### src/rtl/ntsc_chroma_mod.sv
`default_nettype none
// ============================================================================
// Module   : ntsc_chroma_mod
// Function : 4fsc NTSC composite encoder; quadrature chroma, luma, sync, burst
// Revision : 1.0
// ============================================================================
module ntsc_chroma_mod #(
    parameter int C_BLANK     = 256,
    parameter int C_BURST_AMP = 128
) (
    input  logic       CK_i,
    input  logic       AR_i,
    input  logic       CK_EE_i,
    input  logic       PHASE_RST_i,
    input  logic [7:0] YYs_i,
    input  logic [7:0] UUs_i,
    input  logic [7:0] VVs_i,
    input  logic       SYNC_i,
    input  logic       BLANK_i,
    input  logic       BURST_i,
    output logic [9:0] VIDEOs_o,
    output logic [1:0] PHASE_o
);

    localparam logic signed [11:0] c_blank = 12'(C_BLANK);
    localparam logic signed [11:0] c_burst = 12'(C_BURST_AMP);

    logic [1:0]         r_phase;
    logic [1:0]         w_cur_phase;
    logic [9:0]         w_luma;
    logic signed [10:0] w_u_ext;
    logic signed [10:0] w_v_ext;
    logic signed [10:0] w_sel;
    logic signed [10:0] w_chroma;

    logic [9:0]         r_luma;
    logic signed [10:0] r_chroma;
    logic               r_sync;
    logic               r_blank;
    logic               r_burst;
    logic [1:0]         r_ph1;
    logic               r_valid1;

    logic signed [11:0] w_burst;
    logic signed [11:0] w_level;
    logic [9:0]         w_video;

    // A phase reset forces the captured sample to phase 0 and preloads 1.
    assign w_cur_phase = PHASE_RST_i ? 2'd0 : r_phase;
    assign w_luma      = {1'b0, YYs_i, 1'b0} + {3'b000, YYs_i[7:1]};
    assign w_u_ext     = {{3{UUs_i[7]}}, UUs_i};
    assign w_v_ext     = {{3{VVs_i[7]}}, VVs_i};
    assign w_sel       = w_cur_phase[0] ? w_v_ext : w_u_ext;
    assign w_chroma    = (w_cur_phase[1] ? -w_sel : w_sel) <<< 1;

    always_ff @(posedge CK_i or posedge AR_i) begin
        if (AR_i) begin
            r_phase  <= 2'd0;
            r_luma   <= '0;
            r_chroma <= '0;
            r_sync   <= 1'b0;
            r_blank  <= 1'b0;
            r_burst  <= 1'b0;
            r_ph1    <= 2'd0;
            r_valid1 <= 1'b0;
        end else if (CK_EE_i) begin
            r_phase  <= w_cur_phase + 2'd1;
            r_luma   <= w_luma;
            r_chroma <= w_chroma;
            r_sync   <= SYNC_i;
            r_blank  <= BLANK_i;
            r_burst  <= BURST_i;
            r_ph1    <= w_cur_phase;
            r_valid1 <= 1'b1;
        end
    end

    // Burst sits 180 degrees from +U.
    always_comb begin
        w_burst = 12'sd0;
        case (r_ph1)
            2'd0:    w_burst = -c_burst;
            2'd2:    w_burst = c_burst;
            default: w_burst = 12'sd0;
        endcase
    end

    always_comb begin
        w_level = 12'sd0;
        if (r_sync) begin
            w_level = 12'sd0;
        end else if (r_blank) begin
            w_level = r_burst ? (c_blank + w_burst) : c_blank;
        end else begin
            w_level = c_blank + $signed({2'b00, r_luma}) + $signed({r_chroma[10], r_chroma});
        end
        if (w_level < 12'sd0) begin
            w_video = 10'd0;
        end else if (w_level > 12'sd1023) begin
            w_video = 10'd1023;
        end else begin
            w_video = w_level[9:0];
        end
    end

    // Until stage 1 holds a real sample, the output stays at 0.
    always_ff @(posedge CK_i or posedge AR_i) begin
        if (AR_i) begin
            VIDEOs_o <= '0;
            PHASE_o  <= 2'd0;
        end else if (CK_EE_i) begin
            VIDEOs_o <= r_valid1 ? w_video : 10'd0;
            PHASE_o  <= r_ph1;
        end
    end

endmodule
`default_nettype wire

### config.mk
export PLATFORM = sky130hd
export DESIGN_NAME = ntsc_chroma_mod
export DESIGN_NICKNAME = d
export VERILOG_FILES = /design/src/rtl/ntsc_chroma_mod.sv
export SDC_FILE = /design/constraint.sdc
export NUM_CORES = 1
export LEC_CHECK = 0
export BUFFER_PORTS_ARGS = -buffer_cell sky130_fd_sc_hd__buf_2
export CORE_MARGIN = 10
export CORE_UTILIZATION = 42
export CTS_BUF_LIST = sky130_fd_sc_hd__clkbuf_4
export DETAILED_ROUTE_END_ITERATION = 7
export GPL_ROUTABILITY_DRIVEN = 0
export GPL_TIMING_DRIVEN = 0
export PLACE_DENSITY_LB_ADDON = 0.3
export RECOVER_POWER = 50
export SKIP_LAST_GASP = 1
export SYNTH_ARGS = -nofsm -noshare
export SYNTH_HDL_FRONTEND = slang
export SYNTH_SLANG_ARGS = --single-unit
### constraint.sdc
create_clock -name CK_i -period 2.6 [get_ports CK_i]
set_input_delay 0.13 -clock CK_i [delete_from_list [all_inputs] [get_ports CK_i]]
set_output_delay 0.13 -clock CK_i [all_outputs]
set_load 0.01 [all_outputs]
## Word level (Yosys, flattened, before mapping)

Cells that the tools add are included.

| cells by class | value |
|---|---|
| add/subtract/negate cells | 6 |
| $mul | 0 |
| div/mod/pow operators | 0 |
| $lt $le $gt $ge | 2 |
| equal/unequal tests | 1 |
| shifts and indexed selects | 0 |
| muxes and demuxes | 10 |
| bitwise gates (word level) | 0 |
| reductions and logical operators | 1 |

Operators with widths:

| cell | number |
|---|---|
| 10-bit two-way mux | 5 |
| 12-bit two-way mux | 3 |
| 12-bit case mux with 2 select lines | 1 |
| 10-bit by 12-bit adder with 12-bit output (first input constant) | 1 |
| 12-bit by 11-bit adder with 12-bit output | 1 |
| 12-bit by 11-bit > comparator with 1-bit output (second input constant) | 1 |
| 12-bit by 1-bit < comparator with 1-bit output (second input constant) | 1 |
| 9-bit by 10-bit adder with 11-bit output (first input constant) | 1 |
| 9-bit by 7-bit adder with 10-bit output | 1 |
| 10-bit negator | 1 |
| 2-bit by 1-bit adder with 2-bit output (second input constant) | 1 |
| 2-bit equality test (second input constant) | 1 |
| 2-bit zero test | 1 |
| 2-bit two-way mux | 1 |

| storage, ports and cells | value |
|---|---|
| register bits after elaboration | 40 |
| bits in latches | 0 |
| bits in writable memories | 0 |
| bits in read-only memories | 0 |
| input port bits | 31 |
| output and inout bits | 12 |
| logic and storage cells | 30 |
| memories kept | 0 |

## Depth between registers and ports, before layout

Gate-level depths: netlist (run 1).

| logic depth | value |
|---|---|
| depth in word-level cells | 10 |
| depth in mapped cells | 9 |
| depth with buffers taken out | 9 |

## Worst setup path after synthesis (run 1)

No wires, ideal clock.

| timing | value |
|---|---|
| kind | reg-to-reg |
| start | reg r_luma[1] |
| end | reg VIDEOs_o[8] |
| library setup time | 104 ps |
| arrival time | 2324 ps |
| required time | 2496 ps |
| path slack | 173 ps |
| cell stages (with the launch flop) | 9 |
| buffers on the path | 0 |
| period minus slack after synthesis | 2427 ps |
| cell sequence | dfrtp_1 -> ha_1 -> fa_1 -> a211oi_1 -> o21ai_0 -> a311o_1 -> a211oi_4 -> nor3_2 -> o41ai_2 |

| between the ends | value |
|---|---|
| word-level cells in the longest chain between the ends | 8 |
| elaborated cells between the ends (all ways) | 9 |
| classes of those cells | 2 x add/sub; 2 x order compare; 5 x mux |

RTL lines:

| item | line | source |
|---|---|---|
| start: declaration | 36 | `logic [9:0] r_luma;` |
| start signal: assignment | 68 | `r_luma <= w_luma;` |
| 9-bit by 10-bit adder with 11-bit output * | 95 | `w_level = c_blank + $signed({2'b00, r_luma}) + $signed({r_chroma[10], r_chroma});` |
| 12-bit by 11-bit adder with 12-bit output * | 95 |  |
| 12-bit two-way mux * | 92 | `end else if (r_blank) begin` |
| 12-bit two-way mux * | 90 | `if (r_sync) begin` |
| 12-bit by 11-bit > comparator with 1-bit output | 99 | `end else if (w_level > 12'sd1023) begin` |
| 10-bit two-way mux | 99 |  |
| 10-bit two-way mux * | 97 | `if (w_level < 12'sd0) begin` |
| 10-bit two-way mux * | 112 | `VIDEOs_o <= r_valid1 ? w_video : 10'd0;` |
| end signal: assignment | 112 |  |
| end: declaration | 21 | `output logic [9:0] VIDEOs_o,` |

Mark *: on every way between the ends. The rest lies on a longest branch, timed or not.
A chain may end at the register's enable or synchronous reset.

## Worst setup path in the final report (run 1)

| timing | value |
|---|---|
| start | reg r_chroma[1] |
| end | reg VIDEOs_o[8] |

| between the ends | value |
|---|---|
| word-level cells in the longest chain between the ends | 7 |
| elaborated cells between the ends (all ways) | 8 |
| classes of those cells | 1 x add/sub; 2 x order compare; 5 x mux |

RTL lines:

| item | line | source |
|---|---|---|
| start: declaration | 37 | `logic signed [10:0] r_chroma;` |
| start signal: assignment | 69 | `r_chroma <= w_chroma;` |
| 12-bit by 11-bit adder with 12-bit output * | 95 |  |
| 12-bit two-way mux * | 92 |  |
| 12-bit two-way mux * | 90 |  |
| 12-bit by 11-bit > comparator with 1-bit output | 99 |  |
| 10-bit two-way mux | 99 |  |
| 10-bit two-way mux * | 97 |  |
| 10-bit two-way mux * | 112 |  |

Marks and branches as above.

==> impl_metrics.csv, run 1 <==
group,metric,value,unit
status,status,"finished with violations",
status,failed_checks,"max-capacitance violations",
timing,clock_skew,7.90,ps
yosys,synth_xor_xnor_area_share,0.0505,
routing,drt_iter0_markers,60,
pwr,power.share.sequential,0.392,
yosys,synth_top_area_frac,0.385,
pwr,internal_power_of_the_cells,1.27,mW
yosys,synth-adder-area-share,0.102,
final_layout,stdcell_count,387,
routing,route.detailed.drc,0,
yosys,synth_flop_cell,"sky130_fd_sc_hd__dfrtp_1",
global_route,grt_first_pass_wirelength,9570,µm
yosys,synth.net_count,309,
clock_network,clock_sinks,40,
yosys,synth-edff-count,0,
yosys,synth.yosys.warnings,0,
yosys,post_synth_and_or_nand_nor_area_fraction,0.116,
job,drv_cap,1,
pwr,net-switching-power,0.763,mW
final_layout,final_core_utilization,0.503,
setup_path,worstSetupPathType,"reg2reg",
clock_network,deepest_clock_path_buffer_count,2,
final_layout,final_net_count,363,
yosys,synth_cell_types,49,
setup_path,critical_path_arrival,2730,ps
global_route,grt_overflow,0,
pwr,clockPowerShare,0.150,
floorplan,die_area,9740,µm²
timing,max_freq,0.404,GHz
global_route,initial_antenna_violation_count,0,
setup_path,cp-start-kind,"register",
setup_path,cp_data_required_time,2860,ps
timing,period_minus_slack,2480,ps
setup_path,worst-path-max-fanout,3,
setup_path,critPathCaptureType,"register",
floorplan,boundaryPins,43,
timing,final_max_slew_viol_count,0,
yosys,synthesis.area,2600,µm²
yosys,post_synthesis_cells,258,
placed_design,preCtsSetupSlack,-63.9,ps
placed_design,dpl.cell_count,375,
pwr,power.switching_fraction,0.375,
global_route,gr-usage-all-layers,0.116,
pwr,power.share.combinational,0.458,
floorplan,die_width,98.7,µm
yosys,post-synth-top-area-cell,"sky130_fd_sc_hd__dfrtp_1",
routing,antenna_violating_nets_post_route,0,
pwr,pwr_density_cell,680,nW/µm²
yosys,synth_common_cells,"sky130_fd_sc_hd__dfrtp_1 (40), sky130_fd_sc_hd__nor2_1 (27), sky130_fd_sc_hd__mux2_2 (20)",
final_layout,drive_above_1_share,0.228,
placed_design,dpl.hpwl,4380,µm
yosys,synth_top_cells_by_area,"sky130_fd_sc_hd__dfrtp_1 (38%), sky130_fd_sc_hd__ha_1 (8.7%), sky130_fd_sc_hd__mux2_2 (8.7%), sky130_fd_sc_hd__nor2_1 (3.9%), sky130_fd_sc_hd__mux2i_1 (3.8%)",
clock_network,tritoncts_clock_tree,"done",
timing,number_of_endpoints_failing_setup_at_the_final_stage,0,
routing,drt-pass1-iter-count,4,
routing,total_via_count_in_the_routed_design,2057,
timing,rsz0062_at_grt,"false",
global_route,globalRouteMet1Util,0.149,
yosys,synth_area_per_cell,10.1,µm²
clock_network,worst_skew_pair.late_latency,340,ps
routing,number_of_vias_per_cell,5.32,
floorplan,core.rowCount,28,
timing,post-route-worst-setup-slack,124,ps
routing,wire_per_inst,14.2,µm
global_route,use_met2,0.188,
floorplan,initial_core_util,0.437,
yosys,synthMostInstantiatedCell,"sky130_fd_sc_hd__dfrtp_1",
global_route,grt_start_max_net_pins,41,
clock_network,tritoncts.num_buffers,5,
pwr,leakage,1.34,nW
final_layout,layout-area-overhead-vs-synth,15.1,%
placed_design,port_buffers,42,
floorplan,floorplan.core_area,5960,µm²
final_layout,antenna_cells,0,
global_route,first_global_vias,2083,
timing,fin_crit_sh,0.952,
clock_network,cts.clk_slew.worst_paths,120,ps
yosys,synth_mux_area_frac,0.125,
yosys,sequential_cell_area_fraction_in_the_yosys_report,0.385,
routing,detail_route.wirelength,5490,µm
timing,final_hold_viol_count,0,
clock_network,cts_root_buffer,"sky130_fd_sc_hd__clkbuf_4",
yosys,synth_compound_gate_area_share,0.191,
yosys,async_reset_ff_frac,1.00,
floorplan,fp.dieH,98.7,µm
yosys,synth-seq-cells,40,
global_route,globalRouteMet3Util,0.0300,
global_route,global_route.peak_usage_layer,"met2",
timing,max_slew.worst_pin.slew,1470,ps
timing,relSlewSlack,0.0178,
yosys,combinational_family_with_the_most_area_after_synthesis,"compound AO/OA/AOI/OAI gates",
clock_network,htree_num_levels,2,
hold_path,hp-class,"in2reg",
pwr,power.ir.vdd_worst,0.000250,V
-- cells by family (layout without fill, tap and decap cells) --
family                   count (synthesis)  count (layout)
buffers and inverters                   20              74
AND/OR/NAND/NOR                         63              63
flip-flops                              40              40
XOR/XNOR                                15              15
adder cells (fa/ha/maj)                 20              20
multiplexers                            30              30
AO/OA/AOI/OAI                           70              70
-- through the flow --
step / hold slack [ps] / power, mW / area [µm²] / TNS [ps]
after floorplan: 219 / 1.51 / 2600 / 0
after global placement: 363 / 1.71 / 2910 / -64.7
after detailed placement: 349 / 1.72 / 2910 / -65.9
after CTS: 0.955 / 2.05 / 2990 / 0
after global routing: 10.5 / 2.22 / 2990 / 0
final: 15.1 / 2.03 / 2990 / 0
-- timing repair --
item,4_1_cts,5_1_grt
pin swaps,1,1
endpoints found under the setup margin,9,8
resized for setup,0,3
buffers inserted,2,0
gates cloned,0,0
endpoints found under the hold margin,41,1
hold buffers,2,1
-- critical path: stages, from the launching register on --
cell                       delay, ps
sky130_fd_sc_hd__dfrtp_1         430
sky130_fd_sc_hd__ha_1            230
sky130_fd_sc_hd__fa_2            380
sky130_fd_sc_hd__a211oi_2        220
sky130_fd_sc_hd__o21ai_1         120
sky130_fd_sc_hd__a311o_1         410
sky130_fd_sc_hd__a211oi_4        220
sky130_fd_sc_hd__buf_4           150
sky130_fd_sc_hd__nor3_2           40
sky130_fd_sc_hd__o41ai_2         190
-- worst paths after layout --
check	startpoint	endpoint	slack (ps)	depth (start not counted)
max	r_chroma[1]$_DFFE_PP0P_	VIDEOs_o[8]$_DFFE_PP0P_	120	9
min	BURST_i	r_burst$_DFFE_PP0P_	20	2
max reg2reg	r_chroma[1]$_DFFE_PP0P_	VIDEOs_o[8]$_DFFE_PP0P_	120	9
min reg2reg	r_valid1$_DFFE_PP0P_	r_valid1$_DFFE_PP0P_	490	1
max in group asynchronous	AR_i	PHASE_o[1]$_DFFE_PP0P_	970	3
min in group asynchronous	AR_i	r_blank$_DFFE_PP0P_	740	3
-- state kept, by name (all words and copies together) (netlist names) --
| name | count |
|---|---|
| r_sync | 1 |
| r_valid1 | 1 |
| r_chroma | 10 |
| VIDEOs_o | 10 |
| r_blank | 1 |
| r_burst | 1 |
| r_phase | 2 |
| PHASE_o | 2 |
| r_ph1 | 2 |
| r_luma | 10 |
-- layer usage --
metal	vias up	part of all wire
met5	-	0
met4	0	0.011
met3	7	0.044
met2	42	0.46
met1	963	0.49
li1	1045	-
-- power by group through the flow --
stage | sequential (mW) | combinational (mW) | clock [mW]
floorplan | 0.807 | 0.701 | 0
global placement | 0.806 | 0.899 | 0
detailed placement | 0.810 | 0.911 | 0
CTS | 0.797 | 0.939 | 0.316
global route | 0.814 | 1.07 | 0.342
finish | 0.798 | 0.932 | 0.305
-- area by class of cell --
cell class | count | area [µm²]
fill | 605 | 2960
sequential | 40 | 1000
clock inverter | 1 | 5.00
tap | 75 | 93.8
inverter | 13 | 48.8
multi-input combinational | 198 | 1530
clock buffer | 6 | 45.0
timing repair buffer | 47 | 240
buffer | 7 | 31.3
-- layout by cell type (no fill, tap or decap), types with 4 or more instances in the layout --
cell                        Yosys  layout
sky130_fd_sc_hd__a21o_1         4       4
sky130_fd_sc_hd__nand2_1       13      13
sky130_fd_sc_hd__a21oi_1       16      16
sky130_fd_sc_hd__xor2_1         5       5
sky130_fd_sc_hd__inv_1         13      13
sky130_fd_sc_hd__o21ai_0       16      15
sky130_fd_sc_hd__and3_1         4       4
sky130_fd_sc_hd__nor3_1         4       4
sky130_fd_sc_hd__dfrtp_1       40      40
sky130_fd_sc_hd__ha_1          18      18
sky130_fd_sc_hd__mux2i_1       10      10
sky130_fd_sc_hd__mux2_2        20      20
sky130_fd_sc_hd__xnor2_1       10      10
sky130_fd_sc_hd__clkbuf_4       0       6
sky130_fd_sc_hd__buf_2          0      30
sky130_fd_sc_hd__nor2_1        27      27
sky130_fd_sc_hd__o2bb2ai_1     10      10
sky130_fd_sc_hd__clkbuf_1       3      16
No activity file was read; power rests on OpenSTA's default activity.
==> inputs of run 2 (changes only) <==
--- a/config.mk
+++ b/config.mk
@@ -6,12 +6,13 @@
 export NUM_CORES = 1
 export LEC_CHECK = 0
 export BUFFER_PORTS_ARGS = -buffer_cell sky130_fd_sc_hd__buf_2
-export CORE_MARGIN = 10
+export CORE_MARGIN = 2
 export CORE_UTILIZATION = 42
 export CTS_BUF_LIST = sky130_fd_sc_hd__clkbuf_4
 export DETAILED_ROUTE_END_ITERATION = 7
 export GPL_ROUTABILITY_DRIVEN = 0
 export GPL_TIMING_DRIVEN = 0
+export HOLD_SLACK_MARGIN = 0.05
 export PLACE_DENSITY_LB_ADDON = 0.3
 export RECOVER_POWER = 50
 export SKIP_LAST_GASP = 1
==> constraint.sdc (replaced) <==
create_clock -name CK_i -period 3.2 [get_ports CK_i]
set_input_delay 0.16 -clock CK_i [delete_from_list [all_inputs] [get_ports CK_i]]
set_output_delay 0.16 -clock CK_i [all_outputs]
set_load 0.01 [all_outputs]
==> impl_metrics.csv, run 2 (synthesis results as in run 1) <==
group,metric,value,unit
timing,fin_crit_sh,0.848,
clock_network,htree_num_levels,2,
timing,max_slew.worst_pin.slew,1480,ps
final_layout,drive_above_1_share,0.208,
routing,drt_iter0_markers,118,
pwr,pwr_density_cell,546,nW/µm²
routing,detail_route.wirelength,5130,µm
global_route,first_global_vias,1880,
routing,total_via_count_in_the_routed_design,2022,
timing,number_of_endpoints_failing_setup_at_the_final_stage,0,
timing,rsz0062_at_grt,"false",
final_layout,antenna_cells,0,
setup_path,timing.critical_path.max_delay_family,"compound AO/OA/AOI/OAI gates",
status,failed_checks,"max-capacitance violations",
floorplan,die_area,6840,µm²
timing,clock_skew,9.33,ps
global_route,gr-usage-all-layers,0.170,
routing,drt-pass1-iter-count,4,
final_layout,mostFrequentLayoutCells,"sky130_fd_sc_hd__dfrtp_1 (40), sky130_fd_sc_hd__buf_2 (29), sky130_fd_sc_hd__nor2_1 (27)",
placed_design,dpl.hpwl,3970,µm
timing,relSlewSlack,0.0148,
clock_network,cts.clk_slew.worst_paths,120,ps
setup_path,worst-path-max-fanout,10,
routing,number_of_vias_per_cell,5.21,
final_layout,final_net_count,363,
floorplan,initial_core_util,0.437,
setup_path,cp_data_required_time,3450,ps
placed_design,port_buffers,42,
clock_network,worst_skew_pair.late_latency,350,ps
pwr,leakage,1.33,nW
final_layout,layout-area-overhead-vs-synth,15.1,%
floorplan,floorplan.core_area,5960,µm²
clock_network,cts_root_buffer,"sky130_fd_sc_hd__clkbuf_4",
placed_design,preCtsSetupSlack,510,ps
final_layout,final_core_utilization,0.503,
final_layout,biggestRegsByFlops,"VIDEOs_o: 10 flops, r_chroma: 10 flops, r_luma: 10 flops",
pwr,power.ir.vdd_worst,0.000192,V
clock_network,cts.hold.buffers_added,5,
setup_path,critical_path_arrival,2960,ps
clock_network,post-cts-setup-buffer-count,0,
setup_path,worstSetupPathType,"reg2reg",
setup_path,worst_path_largest_cell_delay,480,ps
timing,final_hold_viol_count,0,
status,status,"finished with violations",
floorplan,fp.dieH,82.7,µm
floorplan,core.rowCount,28,
timing,period_minus_slack,2710,ps
clock_network,deepest_clock_path_buffer_count,2,
setup_path,worst_path_max_delay_cell,"sky130_fd_sc_hd__a211oi_4",
global_route,grt_overflow,0,
timing,max_freq,0.369,GHz
setup_path,cells_traversed_along_the_worst_timing_path,"ha_1 > fa_1 > a211oi_1 > o21ai_0 > a311o_1 > a211oi_4 > nor3_2 > o41ai_2",
clock_network,tritoncts.num_buffers,5,
routing,antenna_violating_nets_post_route,0,
floorplan,boundaryPins,43,
global_route,grt_first_pass_wirelength,8820,µm
placed_design,dpl.cell_count,375,
global_route,initial_antenna_violation_count,0,
floorplan,die_width,82.7,µm
timing,final_max_slew_viol_count,0,
job,drv_cap,1,
setup_path,cp-start-kind,"register",
final_layout,stdcell_count,388,
clock_network,post_cts_resized,0,
setup_path,cp.buffers_inverters,0,
routing,route.detailed.drc,0,
clock_network,clock_sinks,40,
setup_path,critPathCaptureType,"register",
hold_path,hp-class,"in2reg",
final_layout,mostFrequentLayoutCell,"sky130_fd_sc_hd__dfrtp_1",
timing,post-route-worst-setup-slack,487,ps
routing,wire_per_inst,13.2,µm
timing,setup-tns-final,0,ps
global_route,grt_start_max_net_pins,41,
clock_network,tritoncts_clock_tree,"done",
run 2: per-stage QoR:
| stage | hold WS [ps] | cell area [µm²] | total power, mW |
|---|---|---|---|
| finish | 69.8 | 2990 | 1.63 |
| global route | 63.8 | 2990 | 1.78 |
| CTS | 60.4 | 3010 | 1.66 |
| detailed placement | 380 | 2910 | 1.39 |
| global placement | 392 | 2910 | 1.38 |
| floorplan | 249 | 2600 | 1.23 |
run 2: final timing paths:
kind / start / endpoint / slack [ps] / cells after the start
min: YYs_i[1] / r_luma[0]$_DFFE_PP0P_ / 70 / 2
min in group asynchronous: AR_i / VIDEOs_o[5]$_DFFE_PP0P_ / 770 / 3
max reg2reg: r_chroma[1]$_DFFE_PP0P_ / VIDEOs_o[8]$_DFFE_PP0P_ / 490 / 8
max in group asynchronous: AR_i / r_valid1$_DFFE_PP0P_ / 1550 / 3
max: r_chroma[1]$_DFFE_PP0P_ / VIDEOs_o[8]$_DFFE_PP0P_ / 490 / 8
min reg2reg: r_valid1$_DFFE_PP0P_ / r_valid1$_DFFE_PP0P_ / 480 / 1
run 2: layout make-up:
type                            count  area, µm²
Clock inverter                      2       11.3
Multi-Input combinational cell    198       1520
Fill cell                         591       2960
Timing Repair Buffer               47        244
Inverter                           13       48.8
Sequential cell                    40       1000
Buffer                              7       31.3
Clock buffer                        6       45.0
Tap cell                           75       93.8
run 2: where the power goes:
part	leakage, nW	switching [mW]	total (mW)	internal (mW)
clock network	0.0293	0.162	0.254	0.0922
registers	0.489	0.0579	0.647	0.590
logic	0.816	0.396	0.733	0.337
run 2: metal layers:
layer | GRT usage | share of wire | vias up
li1 | - | - | 1054
met3 | 0.0326 | 0.041 | 6
met5 | 0 | 0 | -
met1 | 0.224 | 0.49 | 924
met2 | 0.281 | 0.46 | 38
met4 | 0.0574 | 0.013 | 0
